File: src/rtl/mac_feeder_pkg.sv
// mac_feeder_pkg
//   Types and constants shared by the MAC feeder files: FSM state encoding,
//   lane/result widths and the default watchdog limit.
package mac_feeder_pkg;

    localparam int LANE_W          = 8;    // one complex sample: imag[7:4], real[3:0]
    localparam int RES_W           = 10;   // each half of the MAC result
    localparam int N_LANES         = 4;    // samples per MAC operand word
    localparam int TMO_CYC_DEFAULT = 255;  // watchdog limit in clocks

    typedef enum logic [1:0] {
        FILL      = 2'd0,
        START     = 2'd1,
        WAIT_DONE = 2'd2
    } state_t;

endpackage

File: src/rtl/mac_feeder_if.sv
// mac_feeder_if
//   Bundles the upstream sample handshake, the MAC operand/result bus and the
//   feeder status outputs.
//   slave  : the feeder side (mac_feeder)
//   master : the environment side (sample source, MAC and result sink)
//   Signals: in_valid/in_ready/in_x/in_y   upstream samples
//            mac_x/mac_y/mac_start         operands and start request to the MAC
//            mac_ready/mac_out             MAC status and result
//            res_valid/res_real/res_imag   registered result
//            err                           sticky watchdog flag
interface mac_feeder_if;
    import mac_feeder_pkg::*;

    logic                        in_valid;
    logic                        in_ready;
    logic [LANE_W-1:0]           in_x;
    logic [LANE_W-1:0]           in_y;
    logic [N_LANES*LANE_W-1:0]   mac_x;
    logic [N_LANES*LANE_W-1:0]   mac_y;
    logic                        mac_start;
    logic                        mac_ready;
    logic [2*RES_W-1:0]          mac_out;
    logic                        res_valid;
    logic [RES_W-1:0]            res_real;
    logic [RES_W-1:0]            res_imag;
    logic                        err;

    modport slave (
        input  in_valid, in_x, in_y, mac_ready, mac_out,
        output in_ready, mac_x, mac_y, mac_start,
               res_valid, res_real, res_imag, err
    );

    modport master (
        output in_valid, in_x, in_y, mac_ready, mac_out,
        input  in_ready, mac_x, mac_y, mac_start,
               res_valid, res_real, res_imag, err
    );

endinterface

File: src/rtl/mac_feeder_pack.sv
// mac_feeder_pack
//   Lane packer: writes each accepted sample pair into the next 8-bit lane of
//   the X/Y operand registers. The 2-bit lane counter wraps 3->0, so a full
//   batch always leaves it at lane 0 for the next one.
//   clk, rst     clock, async active-high reset
//   load         accept in_x/in_y into the current lane
//   in_x, in_y   sample pair
//   mac_x, mac_y packed operands (lane k in bits [8k+7:8k]); held between loads
//   last         current lane is lane 3
module mac_feeder_pack
    import mac_feeder_pkg::*;
(
    input  logic                      clk,
    input  logic                      rst,
    input  logic                      load,
    input  logic [LANE_W-1:0]         in_x,
    input  logic [LANE_W-1:0]         in_y,
    output logic [N_LANES*LANE_W-1:0] mac_x,
    output logic [N_LANES*LANE_W-1:0] mac_y,
    output logic                      last
);

    logic [1:0] lane;

    always_ff @(posedge clk or posedge rst) begin
        if (rst) begin
            lane  <= '0;
            mac_x <= '0;
            mac_y <= '0;
        end else if (load) begin
            for (int k = 0; k < N_LANES; k++) begin
                if (lane == 2'(k)) begin
                    mac_x[k*LANE_W +: LANE_W] <= in_x;
                    mac_y[k*LANE_W +: LANE_W] <= in_y;
                end
            end
            lane <= lane + 2'd1;
        end
    end

    assign last = (lane == 2'd3);

endmodule

File: src/rtl/mac_feeder.sv
// mac_feeder
//   Collects four complex sample pairs into packed MAC operands, requests a
//   MAC operation, waits for it to finish and registers the result.
//   Optional watchdog: define MAC_FEEDER_TIMEOUT_EN to abort a MAC operation
//   that does not finish within TMO_CYC clocks (sets sticky err). Without it
//   err is tied low and the feeder waits indefinitely.
//   Parameters: LANES (must be 4), TMO_CYC (watchdog limit, 1..255)
//   Ports: clk, rst (async active-high), bus (mac_feeder_if.slave)
//
//   state     | meaning
//   ----------+-----------------------------------------------------------
//   FILL      | accepting samples into lanes 0..3 (in_ready=1)
//   START     | operands complete, mac_start=1 until MAC drops mac_ready
//   WAIT_DONE | MAC busy; capture result when mac_ready returns high
module mac_feeder
    import mac_feeder_pkg::*;
#(
    parameter int LANES   = N_LANES,
    parameter int TMO_CYC = TMO_CYC_DEFAULT
) (
    input  logic        clk,
    input  logic        rst,
    mac_feeder_if.slave bus
);

    if (LANES != N_LANES) begin : g_lanes_chk
        $error("mac_feeder: only LANES=4 is supported");
    end
    if (TMO_CYC < 1 || TMO_CYC > 255) begin : g_tmo_chk
        $error("mac_feeder: TMO_CYC must fit the 8-bit watchdog (1..255)");
    end

    state_t                    state;
    logic                      in_ready_q;
    logic                      mac_start_q;
    logic                      res_valid_q;
    logic [RES_W-1:0]          res_real_q;
    logic [RES_W-1:0]          res_imag_q;
    logic                      load;
    logic                      last;
    logic                      tmo_hit;
    logic [N_LANES*LANE_W-1:0] mac_x_w;
    logic [N_LANES*LANE_W-1:0] mac_y_w;

    // in_ready_q is registered alongside state and is high exactly in FILL.
    assign load = bus.in_valid && in_ready_q;

    mac_feeder_pack u_pack (
        .clk   (clk),
        .rst   (rst),
        .load  (load),
        .in_x  (bus.in_x),
        .in_y  (bus.in_y),
        .mac_x (mac_x_w),
        .mac_y (mac_y_w),
        .last  (last)
    );

`ifdef MAC_FEEDER_TIMEOUT_EN
    logic [7:0] tmo_cnt;
    logic       err_q;

    // START is only ever entered from FILL, so clearing throughout FILL
    // gives a count of 0 on the first START cycle.
    always_ff @(posedge clk or posedge rst) begin
        if (rst) begin
            tmo_cnt <= '0;
        end else if (state == FILL) begin
            tmo_cnt <= '0;
        end else begin
            tmo_cnt <= tmo_cnt + 8'd1;
        end
    end

    // Fires on the edge at which the counter would reach TMO_CYC.
    assign tmo_hit = (state != FILL) && (tmo_cnt == 8'(TMO_CYC - 1));

    always_ff @(posedge clk or posedge rst) begin
        if (rst) begin
            err_q <= 1'b0;
        end else if (tmo_hit) begin
            err_q <= 1'b1;
        end
    end

    assign bus.err = err_q;
`else
    assign tmo_hit = 1'b0;
    assign bus.err = 1'b0;
`endif

    // Every exit to FILL leaves the lane counter at 0: either the batch
    // completed (counter wrapped) or no handshake happened since.
    always_ff @(posedge clk or posedge rst) begin
        if (rst) begin
            state       <= FILL;
            in_ready_q  <= 1'b1;
            mac_start_q <= 1'b0;
            res_valid_q <= 1'b0;
            res_real_q  <= '0;
            res_imag_q  <= '0;
        end else begin
            res_valid_q <= 1'b0;
            case (state)
                FILL: begin
                    if (load && last) begin
                        state       <= START;
                        in_ready_q  <= 1'b0;
                        mac_start_q <= 1'b1;
                    end
                end
                START: begin
                    if (tmo_hit) begin
                        state       <= FILL;
                        in_ready_q  <= 1'b1;
                        mac_start_q <= 1'b0;
                    end else if (!bus.mac_ready) begin
                        state       <= WAIT_DONE;
                        mac_start_q <= 1'b0;
                    end
                end
                WAIT_DONE: begin
                    // A watchdog expiry discards the operation even if the
                    // MAC reports done on the same edge.
                    if (tmo_hit) begin
                        state      <= FILL;
                        in_ready_q <= 1'b1;
                    end else if (bus.mac_ready) begin
                        state       <= FILL;
                        in_ready_q  <= 1'b1;
                        res_valid_q <= 1'b1;
                        res_real_q  <= bus.mac_out[2*RES_W-1:RES_W];
                        res_imag_q  <= bus.mac_out[RES_W-1:0];
                    end
                end
                default: begin
                    state       <= FILL;
                    in_ready_q  <= 1'b1;
                    mac_start_q <= 1'b0;
                end
            endcase
        end
    end

    assign bus.in_ready  = in_ready_q;
    assign bus.mac_start = mac_start_q;
    assign bus.res_valid = res_valid_q;
    assign bus.res_real  = res_real_q;
    assign bus.res_imag  = res_imag_q;
    assign bus.mac_x     = mac_x_w;
    assign bus.mac_y     = mac_y_w;

endmodule

File: src/flat_wrapper.sv
// flat-port wrapper written by rule: the top's interface ports become plain ports
module mac_feeder_flat import mac_feeder_pkg::*;
#(
    parameter int LANES   = N_LANES,
    parameter int TMO_CYC = TMO_CYC_DEFAULT
)
  (clk, rst, bus_in_valid, bus_in_x, bus_in_y, bus_mac_ready, bus_mac_out, bus_in_ready, bus_mac_x, bus_mac_y, bus_mac_start, bus_res_valid, bus_res_real, bus_res_imag, bus_err);
  mac_feeder_if bus_i ();
  input  logic clk;
  input  logic rst;
  input wire logic [$bits(bus_i.in_valid)-1:0] bus_in_valid;
  input wire logic [$bits(bus_i.in_x)-1:0] bus_in_x;
  input wire logic [$bits(bus_i.in_y)-1:0] bus_in_y;
  input wire logic [$bits(bus_i.mac_ready)-1:0] bus_mac_ready;
  input wire logic [$bits(bus_i.mac_out)-1:0] bus_mac_out;
  output wire logic [$bits(bus_i.in_ready)-1:0] bus_in_ready;
  output wire logic [$bits(bus_i.mac_x)-1:0] bus_mac_x;
  output wire logic [$bits(bus_i.mac_y)-1:0] bus_mac_y;
  output wire logic [$bits(bus_i.mac_start)-1:0] bus_mac_start;
  output wire logic [$bits(bus_i.res_valid)-1:0] bus_res_valid;
  output wire logic [$bits(bus_i.res_real)-1:0] bus_res_real;
  output wire logic [$bits(bus_i.res_imag)-1:0] bus_res_imag;
  output wire logic [$bits(bus_i.err)-1:0] bus_err;
  assign bus_i.in_valid = bus_in_valid;
  assign bus_i.in_x = bus_in_x;
  assign bus_i.in_y = bus_in_y;
  assign bus_i.mac_ready = bus_mac_ready;
  assign bus_i.mac_out = bus_mac_out;
  assign bus_in_ready = bus_i.in_ready;
  assign bus_mac_x = bus_i.mac_x;
  assign bus_mac_y = bus_i.mac_y;
  assign bus_mac_start = bus_i.mac_start;
  assign bus_res_valid = bus_i.res_valid;
  assign bus_res_real = bus_i.res_real;
  assign bus_res_imag = bus_i.res_imag;
  assign bus_err = bus_i.err;
  mac_feeder #(.LANES(LANES), .TMO_CYC(TMO_CYC)) u_core (.clk(clk), .rst(rst), .bus(bus_i));
endmodule
File: config.mk
export PLATFORM = sky130hd
export DESIGN_NAME = mac_feeder_flat
export DESIGN_NICKNAME = d
export VERILOG_FILES = /design/src/rtl/mac_feeder_pkg.sv /design/src/rtl/mac_feeder_if.sv /design/src/rtl/mac_feeder_pack.sv /design/src/rtl/mac_feeder.sv /design/src/flat_wrapper.sv
export SDC_FILE = /design/constraint.sdc
export NUM_CORES = 1
export LEC_CHECK = 0
export CAP_MARGIN = 30
export CORE_MARGIN = 1.5
export CORE_UTILIZATION = 46
export CTS_CLUSTER_DIAMETER = 120
export DETAILED_ROUTE_END_ITERATION = 8
export PLACE_DENSITY = 0.92
export SYNTH_ARGS = -nofsm -noshare
export SYNTH_HDL_FRONTEND = slang
export SYNTH_HIERARCHICAL = 1
export SYNTH_SLANG_ARGS = --single-unit
File: constraint.sdc
create_clock -name clk -period 2.3 [get_ports clk]
set_input_delay 0.345 -clock clk [delete_from_list [all_inputs] [get_ports clk]]
set_output_delay 0.345 -clock clk [all_outputs]
set_load 0.05 [all_outputs]
; ---- Yosys cells after proc, flatten, opt, wreduce, memory -nomap -nowiden
; Index checks and enable logic that the tools add are counted.
[op_classes]
n_addsub = 1
multipliers = 0
div = 0
order_cmp = 0
eq_ne = 8
shifts = 0
n_mux = 12
n_bitwise = 2
n_reduce_logical = 12
[op_table]
columns = op, count
row1 = 2-bit AND reduction, 5
row2 = 3-bit AND reduction, 3
row3 = "2-bit == test, second input constant", 3
row4 = 1-bit 2-to-1 mux, 6
row5 = 2-bit 2-to-1 mux, 3
row6 = 1-bit case mux with 3 select lines, 2
row7 = 2-bit case mux with 3 select lines, 1
row8 = "2-bit by 1-bit == test with 1-bit output, second input constant", 2
row9 = 2-bit logical NOT, 2
row10 = "2-bit inequality test, second input constant", 2
row11 = "2-bit by 1-bit adder with 2-bit output, second input constant", 1
row12 = 1-bit logical AND, 2
row13 = "2-bit by 1-bit inequality test with 1-bit output, second input constant", 1
row14 = 1-bit inverter, 2
[word_totals]
reg_bits = 91
latch_bits = 0
ram_bits = 0
rom_bits = 0
inputBits = 40
output_inout_bits = 88
elab_cells = 50
memories = 0

; ---- Depth between registers and ports, before layout
[depth]
word_depth = 4
depth_mapped = 5
depth_no_buf = 4

; ---- Hierarchy
; Netlist, hierarchy kept.
[by_module_without_submodules]
columns = module, n_inst, cells_each, area_each_um2, seq_area_each_um2
row1 = mac_feeder_pack, 1, 149, 2772.7, 1651.6
row2 = mac_feeder, 1, 66, 1061.0, 626.9

; ---- Worst setup path after synthesis
; OpenSTA, ideal clock, no wires.
[synth_path]
path_type = reg2reg
startpoint = register u_core.in_ready_q, in the netlist u_core/bus.in_ready
endpoint = register u_core.u_pack.mac_x[24]
setup_ps = 125
arrival_time_ps = 1607
t_required_ps = 2175
path_slack_ps = 567
stages_incl_launch_ff = 6
n_path_buf = 2
synth_period_minus_slack_ps = 1733
path_cell_list = dfstp_2 > and2_1 > buf_6 > nand2_8 > buf_12 > mux2_4
[synth_via]
elab_chain_len = 2
[synth_lines]
columns = element, line
row1 = "start, declared", mac_feeder.sv:34  ; logic in_ready_q;
row2 = "start signal, assigned", mac_feeder.sv:97  ; in_ready_q <= 1'b1;
row3 = "start signal, assigned", mac_feeder.sv:108  ; in_ready_q <= 1'b0;
row4 = "start signal, assigned", mac_feeder.sv:115  ; in_ready_q <= 1'b1;
row5 = 1-bit logical AND, mac_feeder.sv:46  ; assign load = bus.in_valid && in_ready_q;
row6 = via u_core.load, mac_feeder.sv:39  ; logic load;
row7 = 2-bit AND reduction (no source line), -
row8 = "end signal, assigned by index", mac_feeder_pack.sv:33  ; mac_x[k*LANE_W +: LANE_W] <= in_x;
row9 = "end, declared", mac_feeder_pack.sv:18  ; output logic [N_LANES*LANE_W-1:0] mac_x,
; The timed path passes the listed nets, and every way through them passes these cells.
; A chain may end at the register's enable or synchronous reset.

; ---- Worst setup path after layout
[layout_path]
startpoint = register u_core.in_ready_q, in the netlist u_core/bus.in_ready
endpoint = output bus_in_ready
[layout_rtl]
columns = element, line
row1 = "end, declared", flat_wrapper.sv:16  ; output wire logic [$bits(bus_i.in_ready)-1:0] bus_in_ready;
; No word-level cell between the ends.

==> out/summary.json <==
{
  "grt_start_max_net_pins": {"value": 35},
  "power.static_leakage": {"value": 2.60, "unit": "nW"},
  "post_synth_main_area_contributors": {"value": "sky130_fd_sc_hd__dfrtp_1 59%, sky130_fd_sc_hd__mux2_4 23%, sky130_fd_sc_hd__mux2_2 7.3%, sky130_fd_sc_hd__buf_12 2.1%, sky130_fd_sc_hd__nand2_8 2.1%"},
  "timing.final.hold_violations": {"value": 0},
  "crit_slowest_cell": {"value": "sky130_fd_sc_hd__clkdlybuf4s50_1"},
  "track_usage": {"value": 0.192},
  "ctsResizeCount": {"value": 0},
  "worstPathCellList": {"value": "clkdlybuf4s50_1"},
  "number_of_h_tree_levels": {"value": 3},
  "hpwlAfterDp": {"value": 5.87, "unit": "mm"},
  "place.detailed.instances": {"value": 442},
  "cts_inserted_buffers": {"value": 9},
  "fin_crit": {"value": 2.08, "unit": "ns"},
  "critical_path_depth": {"value": 1},
  "clock_sink_count": {"value": 91},
  "path_clk_slew": {"value": 0.09, "unit": "ns"},
  "netlist_area": {"value": 3830, "unit": "sq um"},
  "postRouteWirelength": {"value": 8.14, "unit": "mm"},
  "floorplan.die.width": {"value": 94.3, "unit": "microns"},
  "final_cells": {"value": 458},
  "synth.yosys.seq_area_share": {"value": 0.594},
  "hold_path.class": {"value": "input pin to async pin"},
  "grt_pass1_vias": {"value": 2406},
  "arrival": {"value": 1.74, "unit": "ns"},
  "cp_num_buf_inv": {"value": 1},
  "yosys.cell_count.top_type": {"value": "sky130_fd_sc_hd__dfrtp_1"},
  "globalRouteOverflowTotal": {"value": 0},
  "fp-row-count": {"value": 33},
  "floorplan.initialDensity": {"value": 0.471},
  "core_area": {"value": 8130, "unit": "sq um"},
  "synth.cells.most_frequent": {"value": "90 x sky130_fd_sc_hd__dfrtp_1, 59 x sky130_fd_sc_hd__mux2_4, 25 x sky130_fd_sc_hd__mux2_2"},
  "timing.hold.ws": {"value": 0.359, "unit": "ns"},
  "final_setup_violating_endpoints": {"value": 0},
  "async_reset_ff_frac": {"value": 1.00},
  "vdd.ir_drop.worst": {"value": 0.608, "unit": "mV"},
  "timing.critical_path.to_type": {"value": "output pin"},
  "power_density": {"value": 1260, "unit": "nW/um^2"},
  "reg2reg_depth": {"value": 4},
  "synth_fp_nets": {"value": 259},
  "netSwitchingPower": {"value": 2.92, "unit": "mW"},
  "synth_top_area_share": {"value": 0.587},
  "sequential_cell_area": {"value": 2280, "unit": "sq um"},
  "antenna_cells": {"value": 0},
  "design_power_total": {"value": 6.73, "unit": "mW"},
  "detail_route.iter0.violations": {"value": 36},
  "floorplan_die_height": {"value": 94.3, "unit": "microns"},
  "num-fill-cells": {"value": 590},
  "worst-slew-pin-transition": {"value": 0.547, "unit": "ns"},
  "synth_top_flop_cell": {"value": "sky130_fd_sc_hd__dfrtp_1"},
  "sum_of_negative_setup_slack": {"value": 0, "unit": "ns"},
  "cts_tree": {"value": "done"},
  "required_time_of_the_worst_setup_path": {"value": 1.96, "unit": "ns"},
  "cts.root.buffer_cell": {"value": "sky130_fd_sc_hd__clkbuf_8"},
  "gp_routability_congestion": {"value": 0.782},
  "p_int": {"value": 3.81, "unit": "mW"},
  "fin_crit_sh": {"value": 0.905},
  "grt_antenna_before_repair": {"value": 0},
  "die_area": {"value": 8890, "unit": "sq um"},
  "pwr-share-clk": {"value": 0.145},
  "cpLargestDelayFamily": {"value": "buffers and inverters"},
  "relSlewSlack": {"value": 0.634},
  "timing.critical_path.slowest_cell_delay": {"value": 0.82, "unit": "ns"},
  "ioPinCount": {"value": 128},
  "grt_first_pass_wirelength": {"value": 12.7, "unit": "mm"},
  "power_frac_seq": {"value": 0.350},
  "post_drt_via_cell_ratio": {"value": 4.84},
  "ant_nets": {"value": 0},
  "final_layout_size_suffix_gt1_frac": {"value": 0.312},
  "unrepaired_setup_endpoints_after_global_routing": {"value": "false"},
  "area_growth_syn_to_layout": {"value": 38.9, "unit": "%"},
  "netlist-cell-type-count": {"value": 22},
  "slew_viol_final": {"value": 0},
  "worstSetupPathType": {"value": "flip-flop to output pin"},
  "yosys.area.top_type": {"value": "sky130_fd_sc_hd__dfrtp_1"},
  "power.combinational.fraction": {"value": 0.505},
  "critical_path.startpoint_type": {"value": "flip-flop"},
  "crit_fanout": {"value": 6},
  "synth.yosys.warnings": {"value": 6},
  "num_vias": {"value": 2216},
  "synth_area_per_cell": {"value": 17.8, "unit": "sq um"},
  "detailedRoute.firstPassIterationCount": {"value": 4},
  "cts.repair_timing.setup_buffer_count": {"value": 0},
  "final_net_count": {"value": 392},
  "max_cap_violations": {"value": 0},
  "utilization": {"value": 0.655},
  "drc": {"value": 0},
  "outcome": {"value": "complete, no violations"},
  "clk-insertion-delay-late": {"value": 0.34, "unit": "ns"},
  "cts-root-to-sink-buffers": {"value": 2},
  "post_synth_inst_count": {"value": 215},
  "fmax": {"value": 480, "unit": "MHz"},
  "multi_input_gate_area_in_the_final_layout": {"value": 1410, "unit": "sq um"},
  "routed_wire_length_per_instance": {"value": 17.8, "unit": "microns"},
  "switching_share": {"value": 0.434},
  "cts.hold.buffers_added": {"value": 0},
  "synth_seq_cells": {"value": 91},
  "port_buffer_count": {"value": 126},
  "fin_skew": {"value": 0.0158, "unit": "ns"},
  "synth_edf_count": {"value": 0}
}
[cells by family (layout without fill, tap and decap cells)]
kind of cell | after synthesis | count (layout) | share of synthesized area
adder cells (fa/ha/maj) | 4 | 4 | 0.0131
AO/OA/AOI/OAI | 4 | 4 | 0.00620
flip-flops | 91 | 91 | 0.594
other | 1 | 1 | 0.000978
AND/OR/NAND/NOR | 15 | 15 | 0.0388
multiplexers | 84 | 84 | 0.305
buffers and inverters | 14 | 152 | 0.0375
XOR/XNOR | 2 | 2 | 0.00457
[cell usage in the layout, fill, tap and decap left out, types with 2 or more instances in the layout]
master                            instances
sky130_fd_sc_hd__clkdlybuf4s50_1        126
sky130_fd_sc_hd__dfrtp_1                 90
sky130_fd_sc_hd__mux2_4                  59
sky130_fd_sc_hd__mux2_2                  25
sky130_fd_sc_hd__clkbuf_8                10
sky130_fd_sc_hd__inv_1                    5
sky130_fd_sc_hd__nand2_8                  4
sky130_fd_sc_hd__ha_1                     4
sky130_fd_sc_hd__clkinvlp_4               3
sky130_fd_sc_hd__nand2_1                  3
sky130_fd_sc_hd__nor3_1                   3
sky130_fd_sc_hd__buf_4                    3
sky130_fd_sc_hd__o21ai_0                  2
sky130_fd_sc_hd__nor2_1                   2
[final timing paths]
path,start,to,slack [ns]
max in group asynchronous,rst,u_core/u_pack/mac_y[21],1.40
worst max register to register,u_core/bus.in_ready,u_core/u_pack/mac_y[10],0.71
worst min register to register,u_core/u_pack/mac_y[7],u_core/u_pack/mac_y[7],0.51
worst min-delay path,rst,u_core/u_pack/mac_y[9],0.36
worst max-delay path,u_core/bus.in_ready,bus_in_ready,0.22
min in group clk,u_core/u_pack/mac_y[7],u_core/u_pack/mac_y[7],0.51
[final cells by class]
class | instances | area share
flip-flops and latches | 91 | 0.428
multi-input cells | 110 | 0.265
repair buffers | 130 | 0.245
clock buffers | 11 | 0.0266
well taps | 105 | 0.0247
clock inverters | 5 | 0.00681
inverters | 6 | 0.00423
[power groups by stage]
stage / registers, mW / clock network [mW] / logic [mW]
4_1_cts: 2.36 / 1.00 / 3.42
3_3_place_gp: 2.35 / 0 / 3.35
5_1_grt: 2.41 / 1.06 / 3.52
3_5_place_dp: 2.38 / 0 / 3.42
2_1_floorplan: 3.92 / 0 / 0.695
6_report: 2.36 / 0.973 / 3.40
[stage by stage]
stage,cell area [sq um],worst slack [ns]
2_1_floorplan,3830,0.300
3_3_place_gp,5150,0.450
3_5_place_dp,5150,0.386
4_1_cts,5330,0.193
5_1_grt,5330,0.173
6_report,5330,0.218
[sequential cells by signal (all words and copies together) (netlist names), 2 cells and up]
name / flops
u_core/bus.res_imag: 10
u_core/u_pack/mac_y: 32
u_core/bus.res_real: 10
u_core/u_pack/lane: 2
u_core/u_pack/mac_x: 32
u_core/state: 2
[routing by layer]
metal / wire length, microns / vias up / share of wire / GRT usage
li1: - / 1012 / - / -
met1: 3430 / 1115 / 0.42 / 0.235
met2: 4080 / 76 / 0.50 / 0.315
met3: 423 / 13 / 0.052 / 0.0599
met4: 201 / 0 / 0.025 / 0.0771
met5: 0 / - / 0 / 0
Power figures use the tool's default switching activity.
